<file path="src/rtl/orbit_pkg.sv">
// Shared constants, FSM state type and position helpers for the orbit sequencer.
// Both balls ride one circle of 60 positions; blue sits half a turn ahead of red.
package orbit_pkg;

   localparam int CENTRE_X  = 320;
   localparam int CENTRE_Y  = 240;
   localparam int RADIUS    = 80;
   localparam int STEPS     = 60;
   localparam int HALF_TURN = 30;
   localparam int BALL_SIZE = 4;

   localparam logic [7:0] KEY_CW  = 8'd7;
   localparam logic [7:0] KEY_CCW = 8'd4;

   typedef enum logic [2:0] {IDLE, ADDR_R, ADDR_B, LAST, COMMIT} state_t;

   // Q8 fixed-point cosine/sine pair.
   typedef struct packed {
      logic signed [9:0] cos_v;
      logic signed [9:0] sin_v;
   } trig_t;

   function automatic logic [5:0] opposite(logic [5:0] idx);
      return (idx >= 6'(HALF_TURN)) ? idx - 6'(HALF_TURN) : idx + 6'(HALF_TURN);
   endfunction

   // centre + floor(radius*t / 256), wrapped to the 10-bit pixel range.
   function automatic logic [9:0] place(int centre, logic signed [9:0] t);
      logic signed [17:0] prod;
      prod = 18'(RADIUS) * 18'(t);
      return 10'(centre) + 10'(prod >>> 8);
   endfunction

endpackage

</file>
<file path="src/rtl/orbit_sequencer_if.sv">
// Key/dead-flag inputs and ball-position outputs of the orbit sequencer.
// master is the game side driving keys; slave is the sequencer itself.
interface orbit_sequencer_if;
   logic [7:0] keycode;
   logic       red_dead;
   logic       blue_dead;
   logic [9:0] RedX;
   logic [9:0] RedY;
   logic [9:0] BlueX;
   logic [9:0] BlueY;
   logic [9:0] BallS;
   logic [5:0] angle_idx;
   logic       busy;

   modport master (
      output keycode, red_dead, blue_dead,
      input  RedX, RedY, BlueX, BlueY, BallS, angle_idx, busy
   );

   modport slave (
      input  keycode, red_dead, blue_dead,
      output RedX, RedY, BlueX, BlueY, BallS, angle_idx, busy
   );
endinterface

</file>
<file path="src/rtl/orbit_sequencer_trig_rom.sv">
// 60-entry synchronous cos/sin table, entry k = round(256*cos/sin(6k deg)).
// One read per cycle, data valid the cycle after the address is presented.
module trig_rom
   import orbit_pkg::*;
(
   input  logic       frame_clk,
   input  logic [5:0] addr,
   output trig_t      data
);

   // NOTE: a ROM output register needs no reset; every read overwrites it before use.
   always_ff @(posedge frame_clk) begin
      case (addr)
         6'd0:  data <= '{ 10'sd256,   10'sd0   };
         6'd1:  data <= '{ 10'sd255,   10'sd27  };
         6'd2:  data <= '{ 10'sd250,   10'sd53  };
         6'd3:  data <= '{ 10'sd243,   10'sd79  };
         6'd4:  data <= '{ 10'sd234,   10'sd104 };
         6'd5:  data <= '{ 10'sd222,   10'sd128 };
         6'd6:  data <= '{ 10'sd207,   10'sd150 };
         6'd7:  data <= '{ 10'sd190,   10'sd171 };
         6'd8:  data <= '{ 10'sd171,   10'sd190 };
         6'd9:  data <= '{ 10'sd150,   10'sd207 };
         6'd10: data <= '{ 10'sd128,   10'sd222 };
         6'd11: data <= '{ 10'sd104,   10'sd234 };
         6'd12: data <= '{ 10'sd79,    10'sd243 };
         6'd13: data <= '{ 10'sd53,    10'sd250 };
         6'd14: data <= '{ 10'sd27,    10'sd255 };
         6'd15: data <= '{ 10'sd0,     10'sd256 };
         6'd16: data <= '{ -10'sd27,   10'sd255 };
         6'd17: data <= '{ -10'sd53,   10'sd250 };
         6'd18: data <= '{ -10'sd79,   10'sd243 };
         6'd19: data <= '{ -10'sd104,  10'sd234 };
         6'd20: data <= '{ -10'sd128,  10'sd222 };
         6'd21: data <= '{ -10'sd150,  10'sd207 };
         6'd22: data <= '{ -10'sd171,  10'sd190 };
         6'd23: data <= '{ -10'sd190,  10'sd171 };
         6'd24: data <= '{ -10'sd207,  10'sd150 };
         6'd25: data <= '{ -10'sd222,  10'sd128 };
         6'd26: data <= '{ -10'sd234,  10'sd104 };
         6'd27: data <= '{ -10'sd243,  10'sd79  };
         6'd28: data <= '{ -10'sd250,  10'sd53  };
         6'd29: data <= '{ -10'sd255,  10'sd27  };
         6'd30: data <= '{ -10'sd256,  10'sd0   };
         6'd31: data <= '{ -10'sd255, -10'sd27  };
         6'd32: data <= '{ -10'sd250, -10'sd53  };
         6'd33: data <= '{ -10'sd243, -10'sd79  };
         6'd34: data <= '{ -10'sd234, -10'sd104 };
         6'd35: data <= '{ -10'sd222, -10'sd128 };
         6'd36: data <= '{ -10'sd207, -10'sd150 };
         6'd37: data <= '{ -10'sd190, -10'sd171 };
         6'd38: data <= '{ -10'sd171, -10'sd190 };
         6'd39: data <= '{ -10'sd150, -10'sd207 };
         6'd40: data <= '{ -10'sd128, -10'sd222 };
         6'd41: data <= '{ -10'sd104, -10'sd234 };
         6'd42: data <= '{ -10'sd79,  -10'sd243 };
         6'd43: data <= '{ -10'sd53,  -10'sd250 };
         6'd44: data <= '{ -10'sd27,  -10'sd255 };
         6'd45: data <= '{ 10'sd0,    -10'sd256 };
         6'd46: data <= '{ 10'sd27,   -10'sd255 };
         6'd47: data <= '{ 10'sd53,   -10'sd250 };
         6'd48: data <= '{ 10'sd79,   -10'sd243 };
         6'd49: data <= '{ 10'sd104,  -10'sd234 };
         6'd50: data <= '{ 10'sd128,  -10'sd222 };
         6'd51: data <= '{ 10'sd150,  -10'sd207 };
         6'd52: data <= '{ 10'sd171,  -10'sd190 };
         6'd53: data <= '{ 10'sd190,  -10'sd171 };
         6'd54: data <= '{ 10'sd207,  -10'sd150 };
         6'd55: data <= '{ 10'sd222,  -10'sd128 };
         6'd56: data <= '{ 10'sd234,  -10'sd104 };
         6'd57: data <= '{ 10'sd243,  -10'sd79  };
         6'd58: data <= '{ 10'sd250,  -10'sd53  };
         6'd59: data <= '{ 10'sd255,  -10'sd27  };
         default: data <= '{ 10'sd0,  10'sd0   };
      endcase
   end

endmodule

</file>
<file path="src/rtl/orbit_sequencer.sv">
// Steps the red ball around the circle on left/right keys and places blue opposite it,
// sharing one trig ROM between the two balls over a five-cycle sequence.
module orbit_sequencer
   import orbit_pkg::*;
(
   input  logic           frame_clk,
   input  logic           Reset,
   orbit_sequencer_if.slave bus
);

   state_t     state;
   logic [5:0] angle;
   logic [5:0] rom_addr;
   trig_t      rom_data;
   logic [9:0] red_x, red_y, blue_x, blue_y;
   logic [9:0] pend_rx, pend_ry, pend_bx, pend_by;
   logic       busy_q;
   logic       step_cw, step_ccw, frozen;

   assign step_cw  = (bus.keycode == KEY_CW);
   assign step_ccw = (bus.keycode == KEY_CCW);
   assign frozen   = bus.red_dead && bus.blue_dead;

   // Red is read in every cycle except ADDR_B, so ADDR_R's read lands in ADDR_B.
   assign rom_addr = (state == ADDR_B) ? opposite(angle) : angle;

   trig_rom u_trig_rom (
      .frame_clk (frame_clk),
      .addr      (rom_addr),
      .data      (rom_data)
   );

   // NOTE: every register here is sequential state, so all updates use non-blocking <=.
   always_ff @(posedge frame_clk or posedge Reset) begin
      if (Reset) begin
         state   <= IDLE;
         angle   <= '0;
         red_x   <= 10'(CENTRE_X + RADIUS);
         red_y   <= 10'(CENTRE_Y);
         blue_x  <= 10'(CENTRE_X - RADIUS);
         blue_y  <= 10'(CENTRE_Y);
         pend_rx <= '0;
         pend_ry <= '0;
         pend_bx <= '0;
         pend_by <= '0;
         busy_q  <= 1'b0;
      end else begin
         case (state)
            IDLE: begin
               if ((step_cw || step_ccw) && !frozen) begin
                  if (step_cw)
                     angle <= (angle == 6'(STEPS - 1)) ? 6'd0 : angle + 6'd1;
                  else
                     angle <= (angle == 6'd0) ? 6'(STEPS - 1) : angle - 6'd1;
                  busy_q <= 1'b1;
                  state  <= ADDR_R;
               end else begin
                  busy_q <= 1'b0;
               end
            end
            ADDR_R: state <= ADDR_B;
            ADDR_B: begin
               pend_rx <= place(CENTRE_X, rom_data.cos_v);
               pend_ry <= place(CENTRE_Y, rom_data.sin_v);
               state   <= LAST;
            end
            LAST: begin
               pend_bx <= place(CENTRE_X, rom_data.cos_v);
               pend_by <= place(CENTRE_Y, rom_data.sin_v);
               state   <= COMMIT;
            end
            COMMIT: begin
               // busy stays high into the following IDLE cycle so it spans the commit.
               if (!bus.red_dead) begin
                  red_x <= pend_rx;
                  red_y <= pend_ry;
               end
               if (!bus.blue_dead) begin
                  blue_x <= pend_bx;
                  blue_y <= pend_by;
               end
               state <= IDLE;
            end
            default: state <= IDLE;
         endcase
      end
   end

   assign bus.RedX      = red_x;
   assign bus.RedY      = red_y;
   assign bus.BlueX     = blue_x;
   assign bus.BlueY     = blue_y;
   assign bus.BallS     = 10'(BALL_SIZE);
   assign bus.angle_idx = angle;
   assign bus.busy      = busy_q;

endmodule

</file>
<file path="src/flat_wrapper.sv">
// flat-port wrapper written by rule: the top's interface ports become plain ports
module orbit_sequencer_flat import orbit_pkg::*;
  (frame_clk, Reset, bus_keycode, bus_red_dead, bus_blue_dead, bus_RedX, bus_RedY, bus_BlueX, bus_BlueY, bus_BallS, bus_angle_idx, bus_busy);
  orbit_sequencer_if bus_i ();
  input  logic frame_clk;
  input  logic Reset;
  input wire logic [$bits(bus_i.keycode)-1:0] bus_keycode;
  input wire logic [$bits(bus_i.red_dead)-1:0] bus_red_dead;
  input wire logic [$bits(bus_i.blue_dead)-1:0] bus_blue_dead;
  output wire logic [$bits(bus_i.RedX)-1:0] bus_RedX;
  output wire logic [$bits(bus_i.RedY)-1:0] bus_RedY;
  output wire logic [$bits(bus_i.BlueX)-1:0] bus_BlueX;
  output wire logic [$bits(bus_i.BlueY)-1:0] bus_BlueY;
  output wire logic [$bits(bus_i.BallS)-1:0] bus_BallS;
  output wire logic [$bits(bus_i.angle_idx)-1:0] bus_angle_idx;
  output wire logic [$bits(bus_i.busy)-1:0] bus_busy;
  assign bus_i.keycode = bus_keycode;
  assign bus_i.red_dead = bus_red_dead;
  assign bus_i.blue_dead = bus_blue_dead;
  assign bus_RedX = bus_i.RedX;
  assign bus_RedY = bus_i.RedY;
  assign bus_BlueX = bus_i.BlueX;
  assign bus_BlueY = bus_i.BlueY;
  assign bus_BallS = bus_i.BallS;
  assign bus_angle_idx = bus_i.angle_idx;
  assign bus_busy = bus_i.busy;
  orbit_sequencer u_core (.frame_clk(frame_clk), .Reset(Reset), .bus(bus_i));
endmodule
</file>
<file path="config.mk">
export PLATFORM = sky130hd
export DESIGN_NAME = orbit_sequencer_flat
export DESIGN_NICKNAME = d
export VERILOG_FILES = /design/src/rtl/orbit_pkg.sv /design/src/rtl/orbit_sequencer_if.sv /design/src/rtl/orbit_sequencer_trig_rom.sv /design/src/rtl/orbit_sequencer.sv /design/src/flat_wrapper.sv
export SDC_FILE = /design/constraint.sdc
export NUM_CORES = 1
export LEC_CHECK = 0
export ABC_AREA = 1
export CELL_PAD_IN_SITES_DETAIL_PLACEMENT = 1
export CELL_PAD_IN_SITES_GLOBAL_PLACEMENT = 2
export CORE_AREA = 4 4 150 152
export CTS_BUF_LIST = sky130_fd_sc_hd__clkbuf_8
export DETAILED_ROUTE_END_ITERATION = 16
export DIE_AREA = 0 0 154 156
export PLACE_DENSITY_LB_ADDON = 0.3
export SLEW_MARGIN = 40
export SYNTH_ARGS = -nofsm -noshare
export SYNTH_HDL_FRONTEND = slang
export SYNTH_SLANG_ARGS = --single-unit
</file>
<file path="constraint.sdc">
create_clock -name frame_clk -period 4.2 [get_ports frame_clk]
set_clock_uncertainty 0.2 [all_clocks]
set_input_delay 0.84 -clock frame_clk [delete_from_list [all_inputs] [get_ports frame_clk]]
set_output_delay 0.84 -clock frame_clk [all_outputs]
set_load 0.02 [all_outputs]
</file>
==> flow_summary.ini <==
[run_status]
status = complete, no violations

[yosys]
syn_avg_cell_area_um2 = 7.451
synth_edf_count = 0
ys.flop_type = dfrtp_1
synthTopCellsByArea = dfrtp_1 26%, nand2_1 17%, ha_1 9.5%, nand3_1 5.8%, o21ai_0 5.6%
synth.most_common_cell = nand2_1
yosysTopAreaCell = dfrtp_1
yosys_warnings = 0
synthAdderAreaFrac_pct = 10.00
synth_compound_area_share_pct = 8.921
syn_area_mm2 = 0.007279
synth_xor_area_share_pct = 2.767
ys_ff_latch = 110
syn_inst = 977
synth_seq_area_share_pct = 36.70
synth_cell_types = 43
synth.top_cells.by_count = 335 x nand2_1, 85 x inv_1, 84 x nand3_1
synth_top_area_share_pct = 25.78
synthArstFlopShare_pct = 81.82
synthSimpleGateAreaFrac_pct = 29.32
synthMuxAreaShare_pct = 4.022
synth_top_family_by_area = simple AND/OR/NAND/NOR gates

[clock_network]
cts_setup_buffers = 0
clkTransAtPathRegs_ps = 120
cts.htree.levels = 3
cts.root.buffer_cell = clkbuf_8
post_cts_resized = 0
cts_tree = built
clockBufferDepth = 2
cts_made_buffers = 9
postCtsHoldBufs = 0
clock_latency_ps = 390
cts.sinks = 110

[pwr]
netSwitchingPower_mw = 3.618
comb_power_share_pct = 64.2
power_mw = 6.972
netSwitchingFraction_pct = 51.89
power_density_mw_per_mm2 = 841.3
clkPwrFrac_pct = 9.5
vdd_drop_max_v = 0.0003475
p_int_mw = 3.354
p_leak_nw = 4.175
p_seq_share_pct = 26.3

[timing]
fin_ws_ps = 845.5
rsz0062_at_grt = no
period_needed_ps = 3354
tns_ps = 0
worstMarginPinSlew_ps = 746.3
slew_headroom_pct = 50.20
setup_viol = 0
max_freq_ghz = 0.2981
period_share_pct = 79.87
final_max_slew_viol_count = 0
hold_violations = 0

[placed_design]
placed_area_mm2 = 0.008093
place.detailed.hpwl_um = 16460
place_ws_ps = 884.1
gp_congestion = 0.8332
portBuffers = 58

[critical_path]
worst_r2r_path_depth = 15
cp_max_fo = 24
path_buf_inv = 4
cp-end-kind = register
path_delay_family = simple AND/OR/NAND/NOR gates
path_cells = inv_2, nand3_2, inv_2, nand2_1, nand2_1, inv_1, ha_1, nand2_1, nand2_1, nand2_1, o21ai_0, nand2_1, nand2_1, inv_1, nand2_1
cp.depth = 15
required_ps = 4300
cp.arrival_ps = 3460
slowest_delay_ps = 430
crit_path_top_delay_cell = dfrtp_1
criticalPathCategory = register to register
crit_path_start_kind = register
cpMostUsedCell = nand2_1

[die]
die-area_mm2 = 0.02402
num_io_pins = 69
die_x_um = 154
die_y_um = 156
rows = 53
start_util_pct = 34.63
core_area_mm2 = 0.02102

[detailed_routing]
wirelength_um = 21320
viasPerCell = 4.950
first_pass_iters = 5
antenna_left = 0
drc_errors = 0
vias = 6455
avgRoutedWirePerCell_um = 16.35
drt_iter0_drc = 317

[final_layout]
nNetsFinal = 1093
area.growth.synth_to_final_pct = 13.85
post-route-util_pct = 39.43
drive_gt1_share_pct = 9.135
fin_area_mm2 = 0.008288
insertedDiodeCount = 0

[global_route]
grt_pass1_wl_um = 35940
grt_max_degree = 61
grt_usage_pct = 18.36
overflow = 0
first_global_vias = 6690
antenna_found_initial = 0

[job]
maxCapViolations = 0

[min_path]
hold_depth = 2
hold_path_class = register to register
-- final cells by class --
class / count / area, um2
clock buffer: 9 / 123.9
timing repair buffer: 70 / 683.2
tap: 275 / 344.1
multi-input combinational: 741 / 4044
clock inverter: 7 / 71.32
inverter: 92 / 350.3
sequential: 110 / 2671
fill: 2601 / 12730
-- registers in the layout (all words and copies together) (netlist names) --
name and flops:
u_core.bus.busy 1, u_core.bus.RedY 10, u_core.pend_bx 10, u_core.pend_by 10, u_core.bus.BlueY 10, u_core.state 3, u_core.u_trig_rom.data 20, u_core.bus.angle_idx 6
u_core.bus.RedX 10, u_core.bus.BlueX 10, u_core.pend_rx 10, u_core.pend_ry 10
-- logic make-up after synthesis --
group,after synthesis
simple gates,506
buf+inv,134
compound gates,119
flops,110
fa+ha+maj,57
mux,26
xor+xnor,23
other cells,2
-- cell usage in the layout, fill, tap and decap left out, types with 15 or more instances in the layout --
cell type        Yosys  final
a21oi_1             20     20
dfstp_2             15     15
dfrtp_1             75     75
dfxtp_1             20     20
nor2_1              46     46
nand3_1             84     84
mux2_2              26     26
nand2_1            335    335
ha_1                55     55
inv_1               85     85
nand4_1             15     15
clkdlybuf4s50_1      0     58
o21ai_0             82     82
-- power by group through the flow --
stage / Sequential (mW) / Clock (mW) / Combinational, mW
6_report: 1.84 / 0.660 / 4.48
3_3_place_gp: 1.85 / 0 / 4.48
3_5_place_dp: 1.87 / 0 / 4.51
5_1_grt: 1.90 / 0.720 / 5.09
2_1_floorplan: 2.00 / 0 / 2.87
4_1_cts: 1.85 / 0.681 / 4.53
-- worst reg2reg max path: cells and delay by family (launching register included) --
kind	cells	cell delay [ps]
adders and majority gates	1	330
and+or+nand+nor	9	1350
DFF	1	430
buffers and inverters	4	800
AOI/OAI and AO/OA	1	160
-- path summary, 6_finish.rpt --
| path | startpoint | to | slack [ps] |
|---|---|---|---|
| max | u_core.state[2] | u_core.u_trig_rom.data[5] | 850 |
| min | u_core.pend_ry[9] | u_core.pend_ry[9] | 290 |
| max reg2reg | u_core.state[2] | u_core.u_trig_rom.data[5] | 850 |
| min reg2reg | u_core.pend_ry[9] | u_core.pend_ry[9] | 290 |
| max in group asynchronous | Reset | u_core.bus.BlueX[5] | 2590 |
| min in group asynchronous | Reset | u_core.bus.RedX[3] | 580 |
-- routing by layer --
layer  vias up  wire [um]  global-route usage (%)
li1       3238          -                       -
met1      3093      10460                   25.11
met2       103      10010                   31.22
met3        21        557                   1.748
met4         0        294                   4.962
met5         -          0                       0
-- per-stage QoR --
| stage | hold WS [ps] | std cells |
|---|---|---|
| 6_report | 292.1 | 1304 |
| 5_1_grt | 309.9 | 1304 |
| 3_3_place_gp | 261.4 | 1285 |
| 2_1_floorplan | 245.2 | 985 |
| 3_5_place_dp | 271.3 | 1288 |
| 4_1_cts | 302.0 | 1304 |
Power figures use the tool's default switching activity.
